--- config.mk ---
export PLATFORM = sky130hd
export DESIGN_NAME = uart_color_msg_decoder
export DESIGN_NICKNAME = d
export VERILOG_FILES = /design/src/rtl/uart_color_pkg.sv /design/src/rtl/uart_rx_byte.sv /design/src/rtl/uart_color_msg_decoder.sv
export SDC_FILE = /design/constraint.sdc
export NUM_CORES = 1
export LEC_CHECK = 0
export CORE_ASPECT_RATIO = 1.2
export CORE_MARGIN = 2
export CORE_UTILIZATION = 55
export DETAILED_ROUTE_END_ITERATION = 8
export PLACE_DENSITY = 0.71
export SYNTH_ARGS = -nofsm -noshare
export SYNTH_HDL_FRONTEND = slang
export SYNTH_HIERARCHICAL = 1
export SYNTH_SLANG_ARGS = --single-unit
--- constraint.sdc ---
create_clock -name clk -period 3.6 [get_ports clk]
set_input_delay 0.9 -clock clk [delete_from_list [all_inputs] [get_ports clk]]
set_output_delay 0.9 -clock clk [all_outputs]
set_load 0.02 [all_outputs]
--- src/rtl/uart_color_pkg.sv ---
// uart_color_pkg: colour codes, frame template and helpers for the colour-report link
package uart_color_pkg;
    localparam int MSG_LEN = 12;
    localparam logic [1:0] RED   = 2'b00;
    localparam logic [1:0] GREEN = 2'b01;
    localparam logic [1:0] BLUE  = 2'b10;
    localparam logic [1:0] WHITE = 2'b11;
    localparam logic [7:0] CH_S    = 8'h53;
    localparam logic [7:0] CH_I    = 8'h49;
    localparam logic [7:0] CH_DASH = 8'h2D;
    localparam logic [7:0] CH_M    = 8'h4D;
    localparam logic [7:0] CH_1    = 8'h31;
    localparam logic [7:0] CH_HASH = 8'h23;
    localparam logic [7:0] CH_LF   = 8'h0A;
    localparam logic [7:0] CH_P    = 8'h50;
    localparam logic [7:0] CH_N    = 8'h4E;
    localparam logic [7:0] CH_W    = 8'h57;

    // Index 8 carries the colour letter and is checked separately.
    function automatic logic [7:0] template_byte(input logic [3:0] idx);
        case (idx)
            4'd0, 4'd3: return CH_S;
            4'd1, 4'd4: return CH_I;
            4'd2, 4'd7, 4'd9: return CH_DASH;
            4'd5: return CH_M;
            4'd6: return CH_1;
            4'd10: return CH_HASH;
            4'd11: return CH_LF;
            default: return 8'h00;
        endcase
    endfunction

    // Returns {known_letter, code}.
    function automatic logic [2:0] letter_code(input logic [7:0] b);
        return (b == CH_P) ? {1'b1, RED} :
               (b == CH_N) ? {1'b1, GREEN} :
               (b == CH_W) ? {1'b1, BLUE} : {1'b0, WHITE};
    endfunction
endpackage

--- src/rtl/uart_rx_byte.sv ---
// uart_rx_byte: 2-flop synchroniser plus 8N1 receive FSM with mid-bit sampling
module uart_rx_byte #(
    parameter int CLKS_PER_BIT = 5208
) (
    input  logic       clk,
    input  logic       rst,
    input  logic       rx,
    output logic       byte_valid,
    output logic [7:0] data,
    output logic       frame_err,
    output logic       busy
);
    localparam int CW = $clog2(CLKS_PER_BIT);
    localparam logic [CW-1:0] HALF = CW'(CLKS_PER_BIT / 2 - 1);
    localparam logic [CW-1:0] FULL = CW'(CLKS_PER_BIT - 1);

    typedef enum logic [1:0] {IDLE, START, DATA, STOP} state_t;

    state_t        state;
    logic [1:0]    rx_sync;
    logic          rx_prev;
    logic [CW-1:0] cnt;
    logic [2:0]    bit_idx;

    always_ff @(posedge clk or posedge rst) begin
        if (rst) begin
            rx_sync    <= 2'b11;
            rx_prev    <= 1'b1;
            state      <= IDLE;
            cnt        <= '0;
            bit_idx    <= '0;
            data       <= '0;
            byte_valid <= 1'b0;
            frame_err  <= 1'b0;
            busy       <= 1'b0;
        end else begin
            rx_sync    <= {rx_sync[0], rx};
            rx_prev    <= rx_sync[1];
            byte_valid <= 1'b0;
            frame_err  <= 1'b0;
            case (state)
                IDLE: if (rx_prev && !rx_sync[1]) begin
                    state <= START;
                    cnt   <= '0;
                    busy  <= 1'b1;
                end
                START: if (cnt == HALF) begin
                    cnt <= '0;
                    if (rx_sync[1]) begin
                        state <= IDLE;
                        busy  <= 1'b0;
                    end else begin
                        state <= DATA;
                    end
                end else begin
                    cnt <= cnt + 1'b1;
                end
                DATA: if (cnt == FULL) begin
                    cnt     <= '0;
                    data    <= {rx_sync[1], data[7:1]};
                    bit_idx <= bit_idx + 1'b1;
                    if (bit_idx == 3'd7) state <= STOP;
                end else begin
                    cnt <= cnt + 1'b1;
                end
                STOP: if (cnt == FULL) begin
                    cnt        <= '0;
                    state      <= IDLE;
                    busy       <= 1'b0;
                    byte_valid <= rx_sync[1];
                    frame_err  <= !rx_sync[1];
                end else begin
                    cnt <= cnt + 1'b1;
                end
                default: state <= IDLE;
            endcase
        end
    end
endmodule

--- src/rtl/uart_color_msg_decoder.sv ---
// uart_color_msg_decoder: parses "SI-SIM1-<c>-#\n" frames from the serial line
// into a held colour code with valid/error strobes.
module uart_color_msg_decoder
    import uart_color_pkg::*;
#(
    parameter int CLKS_PER_BIT = 5208
) (
    input  logic       clk,
    input  logic       rst,
    input  logic       rx,
    output logic [1:0] color_code,
    output logic       msg_valid,
    output logic       msg_err,
    output logic       busy
);
    logic       byte_valid;
    logic       frame_err;
    logic [7:0] data;
    logic [3:0] idx;
    logic [1:0] pending;
    logic [2:0] letter;
    logic       match;
    logic       last;

    uart_rx_byte #(.CLKS_PER_BIT(CLKS_PER_BIT)) u_rx (
        .clk(clk),
        .rst(rst),
        .rx(rx),
        .byte_valid(byte_valid),
        .data(data),
        .frame_err(frame_err),
        .busy(busy)
    );

    always_comb begin
        letter = letter_code(data);
        match  = (idx == 4'd8) ? letter[2] : (data == template_byte(idx));
        last   = idx == 4'(MSG_LEN - 1);
    end

    always_ff @(posedge clk or posedge rst) begin
        if (rst) begin
            color_code <= WHITE;
            msg_valid  <= 1'b0;
            msg_err    <= 1'b0;
            idx        <= '0;
            pending    <= WHITE;
        end else begin
            msg_valid <= 1'b0;
            msg_err   <= frame_err;
            if (frame_err) begin
                idx <= '0;
            end else if (byte_valid) begin
                if (match) begin
                    if (idx == 4'd8) pending <= letter[1:0];
                    idx <= last ? 4'd0 : idx + 1'b1;
                    if (last) begin
                        color_code <= pending;
                        msg_valid  <= 1'b1;
                    end
                end else begin
                    // A stray 'S' may be the start of a new frame.
                    msg_err <= 1'b1;
                    idx     <= (data == CH_S) ? 4'd1 : 4'd0;
                end
            end
        end
    end
endmodule
==> results.cfg, run 1 <==
[synthesis]
synth_edf_count = 0
ys_ff_latch = 42
synth.area.top_cells = dfrtp_1 36%, dfstp_2 7.5%, mux2_4 6.7%
async_flop_share = 1.00
ys.warnings.count = 6
synthCells = 235
synth_ff_type = dfrtp_1
synth_nets = 246
synth_cell_type_count = 54
synth.avg_cell_area_um2 = 10.4
netlist_area_um2 = 2450
seq_area_frac_synth = 0.432
synth_top_area_frac = 0.357
synth_largest_area_cell = dfrtp_1

[drt]
drt_wl_total_um = 4340
drtAntennaViolNets = 0
dr.pass1.iters = 4
drtIter0Drc = 124
wl_per_cell_um = 14.6
vias = 1727
vias_per_cell = 5.80
drcViolationCount = 0

[grt]
track_usage = 0.203
grt_max_degree = 33
grt_overflow = 0
antenna_found_initial = 0
grt_pass1_vias = 1740
grt_pass1_wl_um = 8000

[power_and_ir_drop]
clkPwrFrac = 0.318
p_per_area_nw_per_um2 = 428
irDropWorstVdd_uv = 341
pwr-share-comb = 0.182
switching_share = 0.295
p_int_uw = 797
seq_power_share = 0.500
switchingPower_uw = 333
leakagePower_uw = 0.00119

[floorplanning]
die_h_um = 77.2
fp.coreArea_um2 = 4260
die_area_um2 = 5020
num_rows = 26
die_w_um = 65.0
initial_core_util = 0.576
ios = 8

[status]
outcome = finished, final reports clean

[worst_setup_path]
crit_type = reg2reg
path_cells = inv_1 > ha_1 > nor2b_2 > a211oi_1 > xnor2_1 > nand2_1 > o31ai_4 > nand4_1 > a311oi_1
max_stage_delay_ps = 460
cp.arrival_ps = 2890
cp-start-kind = flop
crit_family = compound AO/OA/AOI/OAI gates
r2r_slack_ps = 890
critPathCaptureType = flop
cpMaxStageDelayCell = dfrtp_1
required_ps = 3780
crit_buf_inv = 1
worstPathMaxFanout = 8

[final_layout]
fin_area_um2 = 2640
nFillCells = 375
layout_common_cells = 35 x dfrtp_1, 27 x nand2_1, 12 x nor2_1, 12 x inv_1, 12 x a31oi_1
diodes = 0
layout.nets = 252
final_common_cell = dfrtp_1
drive_gt1_frac = 0.165
areaGrowthSynthToFinish_pct = 7.54

[place]
dp_hpwl_um = 3080
port-buffer-count = 7
postPlaceCellArea_um2 = 2530
gp_congestion = 0.812

[clocking]
clockRootBuffer = clkbuf_8
clock_latency_ps = 290
cts_tree = built
clk_pin_slew_ps = 80
postCtsSetupBuffers = 0
cts.sinks = 42
cts-htree-levels = 2
cts_hold_buffers = 0
clockBufferDepth = 2
numCtsBuffers = 5
cts-resized-gates = 0

[flow_run]
drv_cap = 0

[sta]
rsz0062_at_grt = no
max_slew_margin = 0.352
tightest_slew_ps = 967
setup_tns_ps = 0
skew_ps = 6.70
hold_viol_final = 0
fmax_mhz = 368
final-max-slew-violation-count = 0
setup_violations = 0
fin_crit_sh = 0.754
post-route-min-period_ps = 2710

[min_path]
hold_class = reg2reg
[sequential cells by signal (all words and copies together) (netlist names), named ones only]
| name | flops |
|---|---|
| pending | 2 |
| u_rx/data | 8 |
| u_rx/bit_idx | 3 |
| msg_err | 1 |
| u_rx/rx_sync | 2 |
| msg_valid | 1 |
| u_rx/cnt | 13 |
| u_rx/byte_valid | 1 |
| idx | 4 |
| u_rx/rx_prev | 1 |
| u_rx/state | 1 |
| u_rx/frame_err | 1 |
| u_rx/busy | 1 |
| color_code | 2 |
[metrics by stage]
step | hold slack [ps] | utilization | instances | worst slack, ps | total power, uW
floorplan | 345 | - | 235 | 1200 | 733
global placement | 347 | 0.595 | 290 | 1000 | 772
detailed placement | 349 | 0.595 | 290 | 917 | 778
CTS | 361 | 0.619 | 298 | 901 | 1140
global route | 367 | 0.619 | 298 | 642 | 1190
finish | 359 | 0.619 | 298 | 886 | 1130
[power by group through the flow]
stage | sequential (uW) | clock [uW] | combinational [uW]
6_report | 566 | 359 | 205
5_1_grt | 576 | 387 | 231
4_1_cts | 564 | 370 | 206
3_5_place_dp | 573 | 0 | 205
3_3_place_gp | 573 | 0 | 200
2_1_floorplan | 550 | 0 | 183
[final cells by class]
class,count,area [um^2],share of cell area
tap,56,70.1,0.0265
clock inverter,1,30.0,0.0114
timing repair buffer,8,77.6,0.0294
clock buffer,7,76.3,0.0289
multi-input combinational,172,1280,0.485
inverter,12,45.0,0.0171
sequential,42,1060,0.401
[metal layers]
layer / track usage / wire length (um)
met5: 0 / 0
met4: 0.0553 / 34
met3: 0.0411 / 93
met2: 0.363 / 2180
met1: 0.244 / 2030
[cells in the mapped netlist, types with 3 or more instances]
cell type,number
nor3b_1,5
buf_6,4
dfstp_2,7
nor2_1,12
nand3_1,9
a22o_1,3
a31oi_1,12
ha_1,8
o21ai_0,4
nand2_1,27
inv_1,12
nor3_1,3
mux2_4,11
a21oi_1,9
and3_1,4
xnor2_1,6
mux2i_1,4
buf_2,3
mux2_2,3
nand4_1,4
and2_1,4
dfrtp_1,35
nand2b_1,3
a21o_1,3
a211oi_1,3
[final timing paths]
path,start,end,depth (start not counted)
setup / recovery,idx[0]$_DFFE_PP0P_,idx[0]$_DFFE_PP0P_,9
hold / removal,u_rx/rx_sync[0]$_DFF_PP1_,u_rx/rx_sync[1]$_DFF_PP1_,0
setup reg to reg,idx[0]$_DFFE_PP0P_,idx[0]$_DFFE_PP0P_,9
hold reg to reg,u_rx/rx_sync[0]$_DFF_PP1_,u_rx/rx_sync[1]$_DFF_PP1_,0
max in group asynchronous,rst,u_rx/rx_sync[0]$_DFF_PP1_,3
min in group asynchronous,rst,idx[1]$_DFFE_PP0P_,2
[logic make-up after synthesis]
family                   share of synthesized area
adder cells (fa/ha/maj)                     0.0408
multiplexers                                0.0973
flip-flops                                   0.432
buffers and inverters                       0.0464
XOR/XNOR                                    0.0285
AO/OA/AOI/OAI                                0.148
AND/OR/NAND/NOR                              0.207
Note: power is estimated with default switching activity, not from simulation.
==> inputs of run 2 (changes only) <==
==> constraint.sdc (replaced) <==
create_clock -name clk -period 2.55 [get_ports clk]
set_input_delay 0.6375 -clock clk [delete_from_list [all_inputs] [get_ports clk]]
set_output_delay 0.6375 -clock clk [all_outputs]
set_load 0.02 [all_outputs]
==> run 2 against run 1 <==
Against the previous run:
- sequential power rose by 41%
- register-to-register slack lost 750 ps
- combinational power rose by 51%
- clock-buffer cell count is the same
- first-iteration DRC count down 43%
- critical path depth unchanged
- worst hold slack gained 1.2 ps
- clock skew decreased by 2.7 ps
- flip-flop and latch count did not move
- largest power group unchanged
==> results.cfg, run 2 (synthesis gave the netlist of run 1 again) <==
[final_layout]
areaGrowthSynthToFinish_pct = 11.0
register_area_um2 = 1060
layout.nets = 259
fin_area_um2 = 2730
drive_gt1_frac = 0.197
reg_top3 = u_rx/cnt (13), u_rx/data (8), idx (4)
diodes = 0
final_common_cell = dfrtp_1
nFillCells = 344
largest-register = u_rx/cnt
layout_common_cells = 35 x dfrtp_1, 27 x nand2_1, 12 x nor2_1, 12 x inv_1, 12 x a31oi_1
multiInputGateArea_um2 = 1310
largest_reg_flops = 13

[worst_setup_path]
crit_type = reg2reg
cp.arrival_ps = 2640
cp-start-kind = flop
r2r-end = color_code[0]$_DFFE_PP1P_
worst_r2r_path_depth = 9
worstPathMaxFanout = 6
worstReg2RegStart = idx[1]$_DFFE_PP0P_
required_ps = 2780
critPathCaptureType = flop
r2r_slack_ps = 140

[flow_run]
drv_cap = 0

[drt]
drtAntennaViolNets = 0
drt_wl_total_um = 4600
wl_per_cell_um = 15.1
drcViolationCount = 0
dr.pass1.iters = 4
vias_per_cell = 5.70
vias = 1737
drtIter0Drc = 71

[power_and_ir_drop]
switching_share = 0.298
pwr-share-comb = 0.190
leakagePower_uw = 0.00123
irDropWorstVdd_uv = 466
seq_power_share = 0.491
clkPwrFrac = 0.320
switchingPower_uw = 485
p_per_area_nw_per_um2 = 597
p_int_uw = 1140

[floorplanning]
die_w_um = 65.0
initial_core_util = 0.576
fp.coreArea_um2 = 4260
ios = 8
die_area_um2 = 5020
die_h_um = 77.2
num_rows = 26

[sta]
fmax_mhz = 414
rsz0062_at_grt = no
skew_ps = 4.04
fin_crit_sh = 0.946
final-max-slew-violation-count = 0
tightest_slew_ps = 690
post-route-min-period_ps = 2410
setup_violations = 0
max_slew_margin = 0.537
setup_tns_ps = 0
hold_viol_final = 0

[min_path]
min_path_cells = 0
worstHoldStart = u_rx/rx_sync[0]$_DFF_PP1_
hold_end = u_rx/rx_sync[1]$_DFF_PP1_
hold_class = reg2reg

[place]
dp_hpwl_um = 3180
port-buffer-count = 7
gp_congestion = 0.772
postPlaceCellArea_um2 = 2570

[grt]
antenna_found_initial = 0
grt_pass1_wl_um = 7700
grt_max_degree = 33
grt_pass1_vias = 1630
track_usage = 0.199
grt_overflow = 0

[clocking]
numCtsBuffers = 5
clk_pin_slew_ps = 80
clock_latency_ps = 290
cts_tree = built
clockRootBuffer = clkbuf_8
cts.sinks = 42
cts-htree-levels = 2
clockBufferDepth = 2

[status]
outcome = finished, final reports clean
[run 2: how the worst max path moves through the flow]
| stage | from | end | slack (ps) | cells past startpoint |
|---|---|---|---|---|
| CTS | idx[1]$_DFFE_PP0P_ | color_code[0]$_DFFE_PP1P_ | 80 | 9 |
| detailed placement | idx[1]$_DFFE_PP0P_ | color_code[0]$_DFFE_PP1P_ | 90 | 9 |
| finish | idx[1]$_DFFE_PP0P_ | color_code[0]$_DFFE_PP1P_ | 140 | 9 |
| global placement | idx[1]$_DFFE_PP0P_ | color_code[1]$_DFFE_PP1P_ | 140 | 9 |
| global route | idx[1]$_DFFE_PP0P_ | idx[0]$_DFFE_PP0P_ | 20 | 9 |
| floorplan | idx[0]$_DFFE_PP0P_ | color_code[0]$_DFFE_PP1P_ | 150 | 9 |
[run 2: critical path, cell delays in order, from the launching register on]
cell     delay [ps]
dfrtp_1         380
inv_1           150
ha_4            240
nor2b_2         170
o31ai_4         240
xor2_1          160
nand3_1         130
o31ai_4         410
nand3_4         140
mux2_4          310
[run 2: metal layers]
layer	global-route usage	share of wire	vias up	wire (um)
met3	0.0308	0.016	7	75
met5	0	0	-	0
met2	0.320	0.50	15	2300
li1	-	-	869	-
met1	0.268	0.47	846	2150
met4	0.0766	0.015	0	71
[run 2: timing repair]
action	4_1_cts	5_1_grt
endpoints found under the setup margin	0	6
buffers inserted	0	2
hold buffers	0	0
endpoints found under the hold margin	0	0
gates resized for setup	0	3
[run 2: power groups by stage]
stage	clock, uW	combinational [uW]	sequential, uW
2_1_floorplan	0	258	776
3_3_place_gp	0	290	807
3_5_place_dp	0	297	810
4_1_cts	532	298	797
5_1_grt	555	355	812
6_report	520	309	798
[run 2: through the flow]
| stage | std cells | hold slack, ps | power, uW | utilization | worst slack (ps) |
|---|---|---|---|---|---|
| 2_1_floorplan | 235 | 345 | 1030 | - | 149 |
| 3_3_place_gp | 295 | 346 | 1100 | 0.603 | 143 |
| 3_5_place_dp | 295 | 348 | 1110 | 0.603 | 92.3 |
| 4_1_cts | 303 | 362 | 1630 | 0.628 | 75.5 |
| 5_1_grt | 305 | 363 | 1720 | 0.639 | 24.9 |
| 6_report | 305 | 360 | 1630 | 0.639 | 137 |
[run 2: cell type report]
class | instances | share of cell area
Clock buffer | 7 | 0.0280
Clock inverter | 1 | 0.0110
Inverter | 12 | 0.0165
Multi-Input combinational cell | 172 | 0.482
Sequential cell | 42 | 0.389
Tap cell | 56 | 0.0257
Timing Repair Buffer | 15 | 0.0478
==> inputs of run 3 (changes only) <==
--- a/config.mk
+++ b/config.mk
@@ -5,7 +5,6 @@
 export SDC_FILE = /design/constraint.sdc
 export NUM_CORES = 1
 export LEC_CHECK = 0
-export CORE_ASPECT_RATIO = 1.2
 export CORE_MARGIN = 2
 export CORE_UTILIZATION = 55
 export DETAILED_ROUTE_END_ITERATION = 8
==> run 3 against run 2 <==
Against the previous run:
- global-route usage is 0.063 points lower
- via count is 0.17% higher
- clock skew hardly changed
- worst hold slack better by 2.0 ps
- largest cell class unchanged
- core utilization is 0.49 points lower
- critical path type unchanged
- flip-flop and latch count stayed put
- maximum frequency is 1.8% higher
- worst setup slack better by 43 ps
- critical path depth is 1 higher
- die area hardly changed
- cell count is 0.98% lower
==> results.cfg, run 3 (synthesis gave the netlist of run 1 again) <==
[final_layout]
fin_area_um2 = 2740
layout.nets = 260
fin_cells = 302
final_common_cell = dfrtp_1
reg_top3 = u_rx/cnt (13), u_rx/data (8), idx (4)
diodes = 0
areaGrowthSynthToFinish_pct = 11.8
largest-register = u_rx/cnt
layout_common_cells = 35 x dfrtp_1, 27 x nand2_1, 12 x nor2_1, 12 x inv_1, 12 x a31oi_1
largest_reg_flops = 13
drive_gt1_frac = 0.200

[clocking]
cts.sinks = 42
numCtsBuffers = 5
clk_pin_slew_ps = 80
cts-resized-gates = 0
clockBufferDepth = 2
clock_latency_ps = 300
clockRootBuffer = clkbuf_8
cts_tree = built
cts-htree-levels = 2

[power_and_ir_drop]
switching_share = 0.279
seq_power_share = 0.456
leakagePower_uw = 0.00125
pwr-share-comb = 0.177
p_int_uw = 1270
irDropWorstVdd_uv = 429
clkPwrFrac = 0.367
switchingPower_uw = 489
p_per_area_nw_per_um2 = 640

[place]
postPlaceCellArea_um2 = 2580
place_ws_ps = 96.3
gp_congestion = 0.816
port-buffer-count = 7
dp_hpwl_um = 3050
dp_cells = 293

[sta]
fin_crit_sh = 0.929
rsz0062_at_grt = no
max_slew_margin = 0.473
setup_violations = 0
fmax_mhz = 422
skew_ps = 3.94
fin_ws_ps = 180
final-max-slew-violation-count = 0
setup_tns_ps = 0
hold_viol_final = 0
hold_slack_ps = 362
tightest_slew_ps = 787
post-route-min-period_ps = 2370

[floorplanning]
die_h_um = 70.8
num_rows = 24
die_area_um2 = 5010
fp.coreArea_um2 = 4320
die_w_um = 70.8
initial_core_util = 0.568
ios = 8

[drt]
drtAntennaViolNets = 0
drtIter0Drc = 107
dr.pass1.iters = 4
drcViolationCount = 0
drt_wl_total_um = 4330
dr.max_layer_used = met4
wl_met3_um = 177
wl_per_cell_um = 14.3
vias = 1740
vias_per_cell = 5.76
wl_met2_um = 1860
wl_met1_um = 2180

[grt]
grt_pass1_wl_um = 7800
track_usage = 0.198
antenna_found_initial = 0
grt_max_degree = 33
grt_overflow = 0
grt_pass1_vias = 1670

[worst_setup_path]
cp-startpoint = idx[1]$_DFFE_PP0P_
r2r_slack_ps = 180
worstPathMaxFanout = 8
cp.arrival_ps = 2600
worst_r2r_path_depth = 10
critPathCapture = color_code[1]$_DFFE_PP1P_
critPathCaptureType = flop
r2r-end = color_code[1]$_DFFE_PP1P_
cp-start-kind = flop
crit_type = reg2reg
required_ps = 2780
worstReg2RegStart = idx[1]$_DFFE_PP0P_

[status]
outcome = finished, final reports clean

[flow_run]
drv_cap = 0

[min_path]
hold_class = reg2reg
## run 3: cell count changes in the layout (fill, tap and decap cells not counted)
| cell | change |
|---|---|
| buf_12 | +1 |
| ha_1 | +1 |
| o311ai_2 | -1 |
| o2bb2ai_4 | -1 |
| clkbuf_8 | +1 |
| ha_4 | -1 |
| bufinv_16 | +1 |
| clkbuf_1 | -2 |
| o311ai_1 | +1 |
| o2bb2ai_2 | +1 |
## run 3: repair_timing
item / 4_1_cts / 5_1_grt
hold buffers: 0 / 0
setup buffers: 0 / 1
setup endpoints to repair: 0 / 5
endpoints found under the hold margin: 0 / 0
## run 3: per-stage QoR
stage,total power [uW],utilization
2_1_floorplan,1030,-
3_3_place_gp,1110,0.597
3_5_place_dp,1120,0.597
4_1_cts,1770,0.630
5_1_grt,1840,0.635
6_report,1760,0.635
## run 3: worst max-delay path, cell delays in order, from the launching register on
cell and delay (ps):
dfrtp_1 380, inv_1 100, ha_1 290, nor2b_2 200, o31ai_4 240, xor2_1 160, nand3_1 130, o31ai_4 270
buf_12 160, nand3_4 80, mux2_4 300
## run 3: per-layer routing
metal | vias up | global-route usage
met5 | - | 0
met2 | 35 | 0.282
met3 | 8 | 0.0513
met4 | 0 | 0.101
li1 | 867 | -
met1 | 830 | 0.279
## run 3: power by group through the flow
stage                     clock network (uW)  registers, uW  logic (uW)
after floorplan                            0            776         258
after global placement                     0            810         302
after detailed placement                   0            808         313
after CTS                                663            799         311
after global routing                     682            813         346
final                                    644            801         311
## run 3: final cells by class
class / instances / area (um^2)
Timing Repair Buffer: 16 / 150
Fill cell: 355 / 1580
Clock inverter: 2 / 60.1
Inverter: 12 / 45.0
Sequential cell: 42 / 1060
Tap cell: 52 / 65.1
Clock buffer: 6 / 82.6
Multi-Input combinational cell: 172 / 1280
## run 3: how the worst min path moves through the flow
stage,startpoint,end,slack (ps),depth (start not counted)
floorplan,u_rx/rx_sync[0]$_DFF_PP1_,u_rx/rx_sync[1]$_DFF_PP1_,350,0
CTS,u_rx/rx_sync[0]$_DFF_PP1_,u_rx/rx_sync[1]$_DFF_PP1_,360,0
finish,u_rx/rx_sync[0]$_DFF_PP1_,u_rx/rx_sync[1]$_DFF_PP1_,360,0
global placement,u_rx/rx_sync[0]$_DFF_PP1_,u_rx/rx_sync[1]$_DFF_PP1_,350,0
global route,u_rx/rx_sync[0]$_DFF_PP1_,u_rx/rx_sync[1]$_DFF_PP1_,370,0
detailed placement,u_rx/rx_sync[0]$_DFF_PP1_,u_rx/rx_sync[1]$_DFF_PP1_,350,0
==> RTL change (settings of run 3) <==
Re-encode `state_t` (4 states) as one-hot, 4 bits wide.
--- a/src/rtl/uart_rx_byte.sv
+++ b/src/rtl/uart_rx_byte.sv
@@ -15,5 +15,5 @@
     localparam logic [CW-1:0] FULL = CW'(CLKS_PER_BIT - 1);
 
-    typedef enum logic [1:0] {IDLE, START, DATA, STOP} state_t;
+    typedef enum logic [3:0] {IDLE = 4'b0001, START = 4'b0010, DATA = 4'b0100, STOP = 4'b1000} state_t;
 
     state_t        state;
Function: no difference found for any inputs over 10 cycles, from zero or initial values and one cycle with rst high; not proved beyond that.
==> RTL change against run 3 <==
- synthesized area grew 8.8%
- sequential cell count grew 2
- clock skew grew 0.0039 ns
- largest cell class unchanged
- synthesized cell count grew 7.7%
- cell area grew 5.1%
- critical path type unchanged
- highest routed layer unchanged
- non-clock buffer count shrank 1
- maximum frequency shrank 1.7%
- wire length grew 13%
- critical endpoint is now idx[0]
- worst setup slack lost 0.041 ns
- global-route usage shrank 0.50 points
- power shrank 9.6%
- sequential share of layout area shrank 0.081 points
==> RTL change: results <==
INSERT INTO impl_metrics (metric_group, metric, value, unit) VALUES
('synthesis', 'ys_top_cells_by_area', 'dfrtp_1 34%, dfstp_2 7.9%, nand2_1 3.9%, buf_6 3.8%, ha_1 3.7%', ''),
('outcome', 'outcome', 'completed', ''),
('worst_setup_path', 'r2r_setup_slack', '0.14', 'ns'),
('worst_setup_path', 'critical_path_peak_fanout', '7', ''),
('placement', 'place_ws', '0.03341', 'ns'),
('power_and_ir_drop', 'p_leak', '0.001279', 'uW'),
('placement', 'dp_hpwl', '3.454', 'mm'),
('layout', 'layout_top_registers', 'u_rx/cnt: 13 flops, u_rx/data: 8 flops', ''),
('worst_setup_path', 'r2r_cells', '11', ''),
('layout', 'fill_cells', '379', ''),
('route', 'routed_via_density', '6.091', ''),
('synthesis', 'synth_nets', '264', ''),
('worst_setup_path', 'critical_path.reg2reg.endpoint', 'idx[0]', ''),
('synthesis', 'synth_cells', '253', ''),
('grt', 'grtUsageMet1', '27.77', '%'),
('placement', 'dp.cells', '307', ''),
('synthesis', 'synth_cell_types', '62', ''),
('placement', 'post_dp_cell_area', '2740', 'um^2'),
('route', 'wl', '4.878', 'mm'),
('grt', 'grt_start_max_net_pins', '24', '');
## RTL change: changes by cell type after synthesis, sizes merged, moves of 2 or more
| cell | before | now |
|---|---|---|
| nor2b | 3 | 5 |
| a31oi | 12 | 10 |
| a21oi | 9 | 6 |
| nor4b | 1 | 5 |
| nor2 | 12 | 14 |
| o21a | 0 | 2 |
| a221o | 0 | 2 |
| xnor2 | 6 | 8 |
| buf | 7 | 12 |
| and2 | 5 | 3 |
| and3 | 4 | 6 |
## RTL change: worst reg2reg max path, delay by kind of cell (launching register included)
kind / cells / cell delay (ns)
flip-flops: 1 / 0.37
XOR/XNOR: 1 / 0.13
AO/OA/AOI/OAI: 5 / 1.03
buffers and inverters: 4 / 0.55
adder cells (fa/ha/maj): 1 / 0.23
## RTL change: routing by layer
metal	routed length, um	part of all wire (%)
met1	2344	48
met2	2327	48
met3	138	2.8
met4	68	1.4
met5	0	0
## RTL change: layout make-up
cell class | count | area [um^2] | share of cell area [%]
Tap cell | 54 | 67.56 | 2.344
Timing Repair Buffer | 15 | 142.6 | 4.948
Clock buffer | 6 | 82.58 | 2.865
Multi-Input combinational cell | 184 | 1420 | 49.26
Clock inverter | 2 | 13.76 | 0.4774
Sequential cell | 44 | 1111 | 38.54
Inverter | 12 | 45.04 | 1.563
## RTL change: logic make-up after synthesis
logic type                 after synthesis  synth area share [%]
xor gates and xnor gates                 9                 2.951
and+or+nand+nor                         99                 22.20
AOI/OAI and AO/OA                       52                 16.21
buffers and inverters                   25                 6.416
adders and majority gates                8                 3.747
DFF                                     44                 41.59
muxes                                   16                 6.885
## RTL change: timing repair
| item | in CTS | in global routing |
|---|---|---|
| setup buffers | 0 | 2 |
| endpoints found under the setup margin | 0 | 5 |
| gates resized for setup | 0 | 6 |
